**src/rtl/pdp1_mem_ctrl.sv**
```systemverilog
// rtl/pdp1_mem_ctrl.sv - CPU-side core memory cycle sequencer (read, write, increment, indirect)
module pdp1_mem_ctrl #(
   parameter int MAX_DEFER = 8
) (
   input  logic        i_clk,
   input  logic        i_rst,
   input  logic        c_req,
   input  logic [0:1]  c_op,
   input  logic [0:11] c_adr,
   input  logic [0:17] c_wdata,
   output logic        c_busy,
   output logic        c_done,
   output logic [0:17] c_rdata,
   output logic [0:11] c_eadr,
   output logic        c_pos,
   output logic        c_err,
   output logic        mm_we,
   output logic [0:11] mm_adr,
   input  logic [0:17] mm_din,
   output logic [0:17] mm_dout
);

   typedef enum logic [2:0] {
      S_IDLE,
      S_RD,
      S_WR,
      S_RMW_RD,
      S_RMW_WR,
      S_IND
   } state_t;

   localparam logic [3:0] DEPTH_LAST = 4'(MAX_DEFER - 1);

   state_t      state_q, state_d;
   logic [0:11] adr_q, adr_d;
   logic [0:17] wdata_q, wdata_d;
   logic [3:0]  depth_q, depth_d;
   logic [0:17] c_rdata_q, c_rdata_d;
   logic [0:11] c_eadr_q, c_eadr_d;
   logic        c_done_q, c_done_d;
   logic        c_pos_q, c_pos_d;
   logic        c_err_q, c_err_d;
   logic        mm_we_q, mm_we_d;
   logic [0:11] mm_adr_q, mm_adr_d;
   logic [0:17] mm_dout_q, mm_dout_d;
   logic [18:0] inc_sum;
   logic [0:17] inc;

   // State and output registers; reset abandons any cycle in flight without a completion pulse
   always_ff @(posedge i_clk) begin
      if (i_rst) begin
         state_q   <= S_IDLE;
         adr_q     <= '0;
         wdata_q   <= '0;
         depth_q   <= '0;
         c_rdata_q <= '0;
         c_eadr_q  <= '0;
         c_done_q  <= 1'b0;
         c_pos_q   <= 1'b0;
         c_err_q   <= 1'b0;
         mm_we_q   <= 1'b0;
         mm_adr_q  <= '0;
         mm_dout_q <= '0;
      end else begin
         state_q   <= state_d;
         adr_q     <= adr_d;
         wdata_q   <= wdata_d;
         depth_q   <= depth_d;
         c_rdata_q <= c_rdata_d;
         c_eadr_q  <= c_eadr_d;
         c_done_q  <= c_done_d;
         c_pos_q   <= c_pos_d;
         c_err_q   <= c_err_d;
         mm_we_q   <= mm_we_d;
         mm_adr_q  <= mm_adr_d;
         mm_dout_q <= mm_dout_d;
      end
   end

   // Next-state logic; memory bus values are derived from the next state so they are registered
   always_comb begin
      state_d   = state_q;
      adr_d     = adr_q;
      wdata_d   = wdata_q;
      depth_d   = depth_q;
      c_rdata_d = c_rdata_q;
      c_eadr_d  = c_eadr_q;
      c_done_d  = 1'b0;
      c_pos_d   = 1'b0;
      c_err_d   = 1'b0;
      // ones-complement increment: carry out of bit 0 wraps back into bit 17
      inc_sum   = {1'b0, mm_din} + 19'd1;
      inc       = inc_sum[17:0] + {17'd0, inc_sum[18]};

      case (state_q)
         S_IDLE: begin
            if (c_req) begin
               adr_d   = c_adr;
               wdata_d = c_wdata;
               depth_d = '0;
               case (c_op)
                  2'b00:   state_d = S_RD;
                  2'b01:   state_d = S_WR;
                  2'b10:   state_d = S_RMW_RD;
                  default: state_d = S_IND;
               endcase
            end
         end
         S_RD: begin
            c_rdata_d = mm_din;
            c_done_d  = 1'b1;
            state_d   = S_IDLE;
         end
         S_WR: begin
            c_done_d = 1'b1;
            state_d  = S_IDLE;
         end
         S_RMW_RD: begin
            state_d = S_RMW_WR;
         end
         S_RMW_WR: begin
            // mm_dout_q still holds the incremented word being written this cycle
            c_rdata_d = mm_dout_q;
            c_pos_d   = ~mm_dout_q[0];
            c_done_d  = 1'b1;
            state_d   = S_IDLE;
         end
         S_IND: begin
            if (!mm_din[5]) begin
               c_eadr_d  = mm_din[6:17];
               c_rdata_d = mm_din;
               c_done_d  = 1'b1;
               state_d   = S_IDLE;
            end else if (depth_q == DEPTH_LAST) begin
               c_eadr_d = mm_din[6:17];
               c_err_d  = 1'b1;
               c_done_d = 1'b1;
               state_d  = S_IDLE;
            end else begin
               adr_d   = mm_din[6:17];
               depth_d = depth_q + 4'd1;
            end
         end
         default: state_d = S_IDLE;
      endcase

      mm_adr_d  = (state_d == S_IDLE) ? 12'd0 : adr_d;
      mm_we_d   = (state_d == S_WR) || (state_d == S_RMW_WR);
      mm_dout_d = (state_d == S_WR)     ? wdata_d :
                  (state_d == S_RMW_WR) ? inc     : 18'd0;
   end

   assign c_busy  = (state_q != S_IDLE);
   assign c_done  = c_done_q;
   assign c_rdata = c_rdata_q;
   assign c_eadr  = c_eadr_q;
   assign c_pos   = c_pos_q;
   assign c_err   = c_err_q;
   assign mm_we   = mm_we_q & ~i_rst;
   assign mm_adr  = mm_adr_q;
   assign mm_dout = mm_dout_q;

endmodule

```
**config.mk**
```make
export PLATFORM = sky130hd
export DESIGN_NAME = pdp1_mem_ctrl
export DESIGN_NICKNAME = d
export VERILOG_FILES = /design/src/rtl/pdp1_mem_ctrl.sv
export SDC_FILE = /design/constraint.sdc
export NUM_CORES = 1
export LEC_CHECK = 0
export CAP_MARGIN = 15
export CORE_ASPECT_RATIO = 0.7
export CORE_MARGIN = 2
export CORE_UTILIZATION = 35
export DETAILED_ROUTE_END_ITERATION = 16
export DONT_BUFFER_PORTS = 1
export SYNTH_ARGS = -nofsm -noshare
export SYNTH_HDL_FRONTEND = slang
export SYNTH_SLANG_ARGS = --single-unit
```
**constraint.sdc**
```tcl
create_clock -name i_clk -period 3 [get_ports i_clk]
set_clock_uncertainty 0.05 [all_clocks]
set_input_delay 0.15 -clock i_clk [delete_from_list [all_inputs] [get_ports i_clk]]
set_output_delay 0.15 -clock i_clk [all_outputs]
set_load 0.01 [all_outputs]
```
== Yosys cells after proc, flatten, opt, wreduce, memory -nomap -nowiden ==
Index checks and enable logic that the tools add are counted.
Storage, ports and cells
  bits in registers: 101
  latch bits: 0
  memory bits (writable): 0
  bits in read-only memories: 0
  word-level logic and storage cells: 74
  memories kept: 0
Cells by class
  add/subtract/negate cells: 3
  multipliers: 0
  div/mod/pow operators: 0
  magnitude comparators: 0
  eq/ne operators: 15
  shift operators: 0
  multiplexer cells: 24
  bitwise gates (word level): 6
  reductions and logical operators: 14
Operators with widths (count)
  $mux W18: 5
  $mux W12: 5
  $pmux W18 S3: 1
  $pmux W12 S2: 1
  $add A18 B1 Y19 const B: 1
  $add A18 B1 Y18: 1
  $pmux W3 S3: 2
  $mux W4: 3
  $eq A3 B2 Y1 const B: 3
  $eq A3 B3 Y1 const B: 3
  $mux W3: 3
  $ne A2 B2 Y1 const B: 4
  $pmux W4 S2: 1
  $logic_not A3 Y1: 2
  $reduce_bool A3 Y1: 2
  $reduce_or A3 Y1: 2
  $not A1 Y1: 5
  $add A4 B1 Y4 const B: 1
  $eq A4 B3 Y1 const B: 1
  $reduce_and A2 Y1: 2
  $reduce_and A4 Y1: 1
  $reduce_or A2 Y1: 2
  $eq A3 B1 Y1 const B: 1
  $eq A2 B1 Y1 const B: 1
  other kinds (8): 9

== Logic depth before layout (Yosys ltp) ==
Gate-level depths: netlist of the first run.
  depth after elaboration: 7
  mapped depth: 12
  gate-level depth less buffers: 11

== Worst setup path before layout of the first run ==
OpenSTA, ideal clock, no wires.
  path kind: input port to flip-flop
  start: input mm_din[11] in the netlist's numbering
  end: register mm_dout_q (netlist bit mm_dout[1])
  data arrival time: 2.659 ns
  required time: 2.833 ns
  setup slack: 0.173 ns
  stages: 12
  path buffers: 1
  path through: buf_2 > nand4_4 > nor4_4 > and3_2 > and3_1 > ha_1 > o211ai_1 > nor4_4 > o221a_4 > nand4_2 > or3_1 > a32o_1
On the way
  cells in the longest elaborated chain, start to end: 4
RTL lines
  start: declaration: RTL line 19  | input logic [0:17] mm_din,
  $add A18 B1 Y19: RTL line 92  | inc_sum = {1'b0, mm_din} + 19'd1;
  $add A18 B1 Y18: RTL line 93  | inc = inc_sum[17:0] + {17'd0, inc_sum[18]};
  $mux W18: RTL line 150  | (state_d == S_RMW_WR) ? inc : 18'd0;
  $mux W18: RTL line 149  | mm_dout_d = (state_d == S_WR) ? wdata_d :
  end signal: assignment: RTL line 76  | mm_dout_q <= mm_dout_d;
  end: declaration: RTL line 45  | logic [0:17] mm_dout_q, mm_dout_d;
Every way passes these cells.
A chain may end at the register's enable or synchronous reset.

== Final worst setup path of the first run ==
  start: register state_q[0]
  end: register c_rdata_q (netlist bit c_rdata[3])
On the way
  cells in the longest elaborated chain, start to end: 3
  elaborated cells on any way between the ends: 7
  those cells by class: eq/ne (4); mux (1); reduce/logical (2)
RTL lines
  start: declaration: RTL line 34  | state_t state_q, state_d;
  start signal: assignment: RTL line 65  | state_q <= state_d;
  $eq A3 B3 Y1 or $eq A3 B1 Y1 (tied branches): RTL line 95  | case (state_q)
  $ne A2 B2 Y1 (no line) or $reduce_bool A3 Y1 (tied branches)
  $reduce_and A2 Y1 (no line)
  end signal: assignment: RTL line 69  | c_rdata_q <= c_rdata_d;
  end: declaration: RTL line 38  | logic [0:17] c_rdata_q, c_rdata_d;
Several ways; a longest one is shown, not always the timed one.

==> results of run 1 <==
==> power breakdown <==
group          internal, mW  leakage [nW]  switching, mW  total [mW]
clock                 0.580         0.136          0.538        1.12
combinational         0.137         0.921          0.192       0.329
sequential             1.41         0.823         0.0588        1.47
total                  2.13          1.88          0.788        2.91
==> cells by family (layout without fill, tap and decap cells) <==
kind of cell,count (synthesis),after routing,synth area share (%)
fa+ha+maj,5,5,1.41
flops,101,101,45.7
compound gates,106,106,16.3
buf+inv,46,75,4.27
xor+xnor,21,21,4.16
simple gates,190,190,21.6
mux,29,29,6.56
==> metrics by stage <==
step / utilization, % / area (um^2) / setup slack, ps
6_report: 42.8 / 5290 / 427
5_1_grt: 42.8 / 5290 / 203
4_1_cts: 42.7 / 5290 / 396
3_5_place_dp: 36.7 / 4550 / 158
3_3_place_gp: 36.7 / 4550 / 324
2_1_floorplan: - / 4420 / 173
==> layer usage <==
layer,track usage (%),wire [um],vias to the layer above
met4,4.08,113,0
met3,8.34,1360,13
li1,-,-,1797
met5,0,0,-
met1,27.9,6510,1742
met2,28.7,5470,158
==> worst min path at each step <==
stage	startpoint	cells past startpoint	endpoint
after floorplan	mm_din[16]	2	c_eadr[10]
after global placement	i_rst	1	c_rdata[0]
after detailed placement	i_rst	1	c_rdata[0]
after CTS	c_wdata[1]	2	wdata_q[1]
after global routing	mm_din[15]	2	c_rdata[15]
final	c_adr[4]	2	adr_q[4]
==> registers in the layout, indices dropped and copies added (netlist names), 3 cells and up <==
name and flops:
adr_q 12, c_eadr 12, c_rdata 18, depth_q 4
mm_adr 12, mm_dout 18, state_q 3, wdata_q 18
==> synth_stat cells (all sizes together) (10+ instances only) <==
library cell / number
dfxtp: 101
nor3: 12
nor2b: 15
xor2: 11
nand2: 68
mux2i: 29
nor2: 53
a211oi: 17
a22o: 10
a21oi: 40
buf: 16
a22oi: 12
xnor2: 10
clkbuf: 22
==> critical path: cells and delay by family, from the launching register on <==
family	cells	cell delay, ps
flops	1	640
buf+inv	1	580
compound gates	3	1160
simple gates	1	70
==> area by class of cell <==
type                            count  area, um^2
Clock buffer                       10         229
Tap cell                          162         203
Clock inverter                      6        53.8
Timing Repair Buffer               51         510
Sequential cell                   101        2020
Fill cell                        1219        7090
Multi-Input combinational cell    351        2250
Inverter                            8        30.0
==> flow_metrics.py, run 1 <==
metrics = {
    "run_status": {
        "outcome": "finished, violations left",
        "violations": "negative hold slack",
    },
    "clocking": {
        "post-cts-setup-buffer-count": 0,
        "htreeDepth": 3,
        "path_clk_slew_ps": 80,
        "clk_path_buf_depth": 2,
        "insertion_delay_ps": 350,
        "clock-sinks": 101,
        "cts_tree": "done",
        "holdBufCountCts": 44,
        "cts_resized": 0,
        "cts_root_buffer": "clkbuf_16",
        "cts_buffers": 9,
    },
    "power_and_ir_drop": {
        "p_per_area_nw_per_um2": 550,
        "p_leak_nw": 1.88,
        "power_mw": 2.91,
        "ir_drop_v": 0.000283,
    },
    "place": {
        "dp_cells": 628,
        "portBuffers": 0,
        "gp_congestion": 0.916,
        "dp_hpwl_mm": 9.41,
    },
    "worst_setup_path": {
        "cp_slowest_cell": "a31oi_4",
        "critical_path.cell_chain": "o21bai_1 -> a31oi_4 -> nor2_1 -> a211oi_1 -> dlygate4sd3_1",
        "start_kind": "register",
        "required_ps": 3240,
        "reg2reg_to": "c_rdata[3]",
        "path_max_fanout": 35,
        "setup.worst_path.end_class": "register",
        "r2r_start": "state_q[0]",
        "endpoint": "c_rdata[3]",
        "crit_path_max_incr_delay_ps": 740,
        "crit_type": "reg2reg",
        "reg2reg_slack_ps": 430,
        "crit_arrival_ps": 2810,
        "startpoint": "state_q[0]",
        "r2r_cells": 5,
    },
    "timing": {
        "finalSetupViolCount": 0,
        "finalCritPeriodShare_pct": 85.8,
        "setup-tns-final_ps": 0,
        "relSlewSlack_pct": 39.4,
        "rsz0062_at_grt": "false",
        "slew_viol_final": 0,
        "period_needed_ps": 2570,
        "max_freq_mhz": 389,
        "tightestPinTransition_ps": 910,
        "hold_violations": 1,
        "hold_slack_ps": -0.552,
    },
    "detailed_routing": {
        "drcViolationCount": 0,
        "drtAntennaViolNets": 0,
        "drt-wirelength-per-cell_um": 19.5,
        "firstDrtPassIters": 4,
        "avgViaCountPerCell": 5.38,
        "vias": 3710,
        "first_iter_violations": 265,
        "drt-total-wl_mm": 13.5,
    },
    "floorplanning": {
        "coreArea_um2": 12400,
        "die_x_um": 138,
        "ios": 118,
        "rows": 34,
        "die_y_um": 98.1,
        "dieArea_um2": 13600,
        "start_util_pct": 35.7,
    },
    "synth": {
        "syn-cell-area_um2": 4420,
        "ys.flop_type": "dfxtp_1",
        "yosys-top-cells-area": "dfxtp_1, mux2i_1, nand2_1",
        "async_flop_share_pct": 0,
        "synth_nets": 556,
        "synth_edf_count": 0,
        "postSynthAreaPerCell_um2": 8.88,
        "syn_inst": 498,
        "yosysWarnings": 0,
        "ys_seq_area_share_pct": 45.7,
        "yosysTopAreaCellShare_pct": 45.7,
        "yosys.cell_types.count": 59,
        "synth_area_leader_cell": "dfxtp_1",
        "synth_seq_cells": 101,
    },
    "global_route": {
        "grt_use_total_pct": 19.9,
        "grt_max_degree": 74,
        "grt_first_pass_wirelength_mm": 21.1,
        "grt.overflow.total": 0,
        "antenna_found_initial": 0,
        "grt_pass1_vias": 3671,
    },
    "cells_and_area": {
        "final_cell_mix": "dfxtp_1, nand2_1, nor2_1",
        "fin_cells": 689,
        "layout_commonest_cell": "dfxtp_1",
        "final_nets": 580,
        "layout-drive-gt1-share_pct": 6.64,
        "syn2layout_area_growth_pct": 19.7,
        "diodes": 0,
    },
    "flow_run": {
        "maxCapViolCount": 0,
    },
    "min_path": {
        "hold_path_class": "in2reg",
    },
}
No activity file was read; power rests on OpenSTA's default activity.
==> run 2, diff against run 1 <==
--- a/config.mk
+++ b/config.mk
@@ -6,11 +6,14 @@
 export NUM_CORES = 1
 export LEC_CHECK = 0
 export CAP_MARGIN = 15
+export CELL_PAD_IN_SITES_DETAIL_PLACEMENT = 0
+export CELL_PAD_IN_SITES_GLOBAL_PLACEMENT = 2
 export CORE_ASPECT_RATIO = 0.7
 export CORE_MARGIN = 2
-export CORE_UTILIZATION = 35
+export CORE_UTILIZATION = 33
 export DETAILED_ROUTE_END_ITERATION = 16
 export DONT_BUFFER_PORTS = 1
+export PLACE_DENSITY_LB_ADDON = 0.1
 export SYNTH_ARGS = -nofsm -noshare
 export SYNTH_HDL_FRONTEND = slang
 export SYNTH_SLANG_ARGS = --single-unit
==> flow_metrics.py, run 2 (synthesis gave the netlist of run 1 again) <==
metrics = {
    "place": {
        "dp_cells": 635,
        "dp_hpwl_mm": 9.37,
        "portBuffers": 0,
        "pre_cts_slack_ps": 174,
        "gp_congestion": 0.764,
        "place_area_um2": 4570,
    },
    "clocking": {
        "cts_resized": 0,
        "clock-sinks": 101,
        "clk_path_buf_depth": 2,
        "path_clk_slew_ps": 70,
        "htreeDepth": 3,
        "insertion_delay_ps": 340,
        "cts_root_buffer": "clkbuf_16",
        "post-cts-setup-buffer-count": 0,
        "cts_tree": "done",
        "cts_buffers": 9,
    },
    "global_route": {
        "grt_max_degree": 74,
        "grt_pass1_vias": 3528,
        "antenna_found_initial": 0,
        "grt_first_pass_wirelength_mm": 21.1,
        "grt_use_total_pct": 19.7,
        "grt.overflow.total": 0,
    },
    "floorplanning": {
        "rows": 35,
        "coreArea_um2": 13100,
        "ios": 118,
        "start_util_pct": 33.7,
        "die_x_um": 142,
        "dieArea_um2": 14400,
        "die_y_um": 101,
    },
    "power_and_ir_drop": {
        "p_per_area_nw_per_um2": 550,
        "p_leak_nw": 1.92,
        "seq_power_share_pct": 49.6,
        "power_frac_comb_pct": 11.5,
        "clockPowerShare_pct": 39.0,
        "ir_drop_v": 0.000226,
        "internal_power_mw": 2.17,
        "switching_power_mw": 0.786,
        "switching_share_pct": 26.6,
    },
    "cells_and_area": {
        "diodes": 0,
        "layout_commonest_cell": "dfxtp_1",
        "fin_area_um2": 5380,
        "final_cell_mix": "dfxtp_1, nand2_1, nor2_1",
        "syn2layout_area_growth_pct": 21.6,
        "final_nets": 587,
        "utilization_pct": 40.9,
        "layout-drive-gt1-share_pct": 7.12,
        "fin_cells": 700,
    },
    "timing": {
        "tightestPinTransition_ps": 905,
        "max_freq_mhz": 381,
        "slew_viol_final": 0,
        "hold_violations": 0,
        "finalCritPeriodShare_pct": 87.5,
        "setup_slack_ps": 376,
        "relSlewSlack_pct": 39.5,
        "setup-tns-final_ps": 0,
        "period_needed_ps": 2620,
        "rsz0062_at_grt": "false",
        "finalSetupViolCount": 0,
    },
    "flow_run": {
        "maxCapViolCount": 0,
    },
    "detailed_routing": {
        "drt-wirelength-per-cell_um": 19.8,
        "drcViolationCount": 0,
        "firstDrtPassIters": 4,
        "avgViaCountPerCell": 5.24,
        "vias": 3671,
        "first_iter_violations": 207,
        "drtAntennaViolNets": 0,
        "drt-total-wl_mm": 13.9,
    },
    "min_path": {
        "hold_path_depth": 2,
        "hold_path_class": "in2reg",
    },
    "worst_setup_path": {
        "required_ps": 3230,
        "crit_arrival_ps": 2850,
        "r2r_cells": 7,
        "crit_type": "reg2reg",
        "start_kind": "register",
        "path_max_fanout": 18,
        "setup.worst_path.end_class": "register",
    },
    "run_status": {
        "outcome": "complete, no violations",
    },
}
run 2: cell types whose count changed in the layout (fill, tap and decap cells not counted), sizes merged:
cell	previous run	this run
buf	8	10
clkbuf	10	11
clkinv	1	2
dlygate4sd3	43	48
inv	12	10
run 2: per-layer routing:
metal | vias up | routed length (um) | share of wire (%) | GRT usage (%)
li1 | 1807 | - | - | -
met1 | 1747 | 7030 | 51 | 29.1
met2 | 112 | 5570 | 40 | 27.0
met3 | 5 | 1220 | 8.8 | 6.94
met4 | 0 | 62 | 0.45 | 5.10
met5 | - | 0 | 0 | 0
run 2: timing repair:
item                                   in CTS  in global routing
hold buffers                               49                  0
endpoints found under the hold margin      88                  0
setup endpoints to repair                   0                  0
run 2: power groups by stage:
| stage | clock network (mW) | registers (mW) | logic, mW |
|---|---|---|---|
| floorplan | 0 | 1.48 | 0.227 |
| global placement | 0 | 1.50 | 0.264 |
| detailed placement | 0 | 1.50 | 0.262 |
| CTS | 1.19 | 1.47 | 0.342 |
| global route | 1.24 | 1.47 | 0.377 |
| finish | 1.15 | 1.46 | 0.339 |
run 2: final cells by class:
class	count	area (um^2)
clock inverter	5	42.5
sequential	101	2020
clock buffer	11	253
inverter	8	30.0
timing repair buffer	58	576
multi-input combinational	351	2250
tap	166	208
fill	1360	7760
run 2: through the flow:
stage          hold WS (ps)  total power [mW]
2_1_floorplan           247              1.71
3_3_place_gp            181              1.76
3_5_place_dp            183              1.76
4_1_cts               0.608              3.00
5_1_grt                7.39              3.09
6_report               14.2              2.96
run 2: worst paths after layout:
kind	start	to	slack [ps]
min	mm_din[6]	adr_q[0]	10
min reg2reg	adr_q[5]	adr_q[5]	410
max	state_q[0]	mm_adr[7]	380
max reg2reg	state_q[0]	mm_adr[7]	380
run 2: worst max-delay path: stages, from the launching register on:
cell           delay, ps
dfxtp_1              670
nand3b_1             230
nor3b_2              290
buf_4                300
a22oi_1              130
dlygate4sd3_1        590
a21oi_1              150
nor2b_1              140
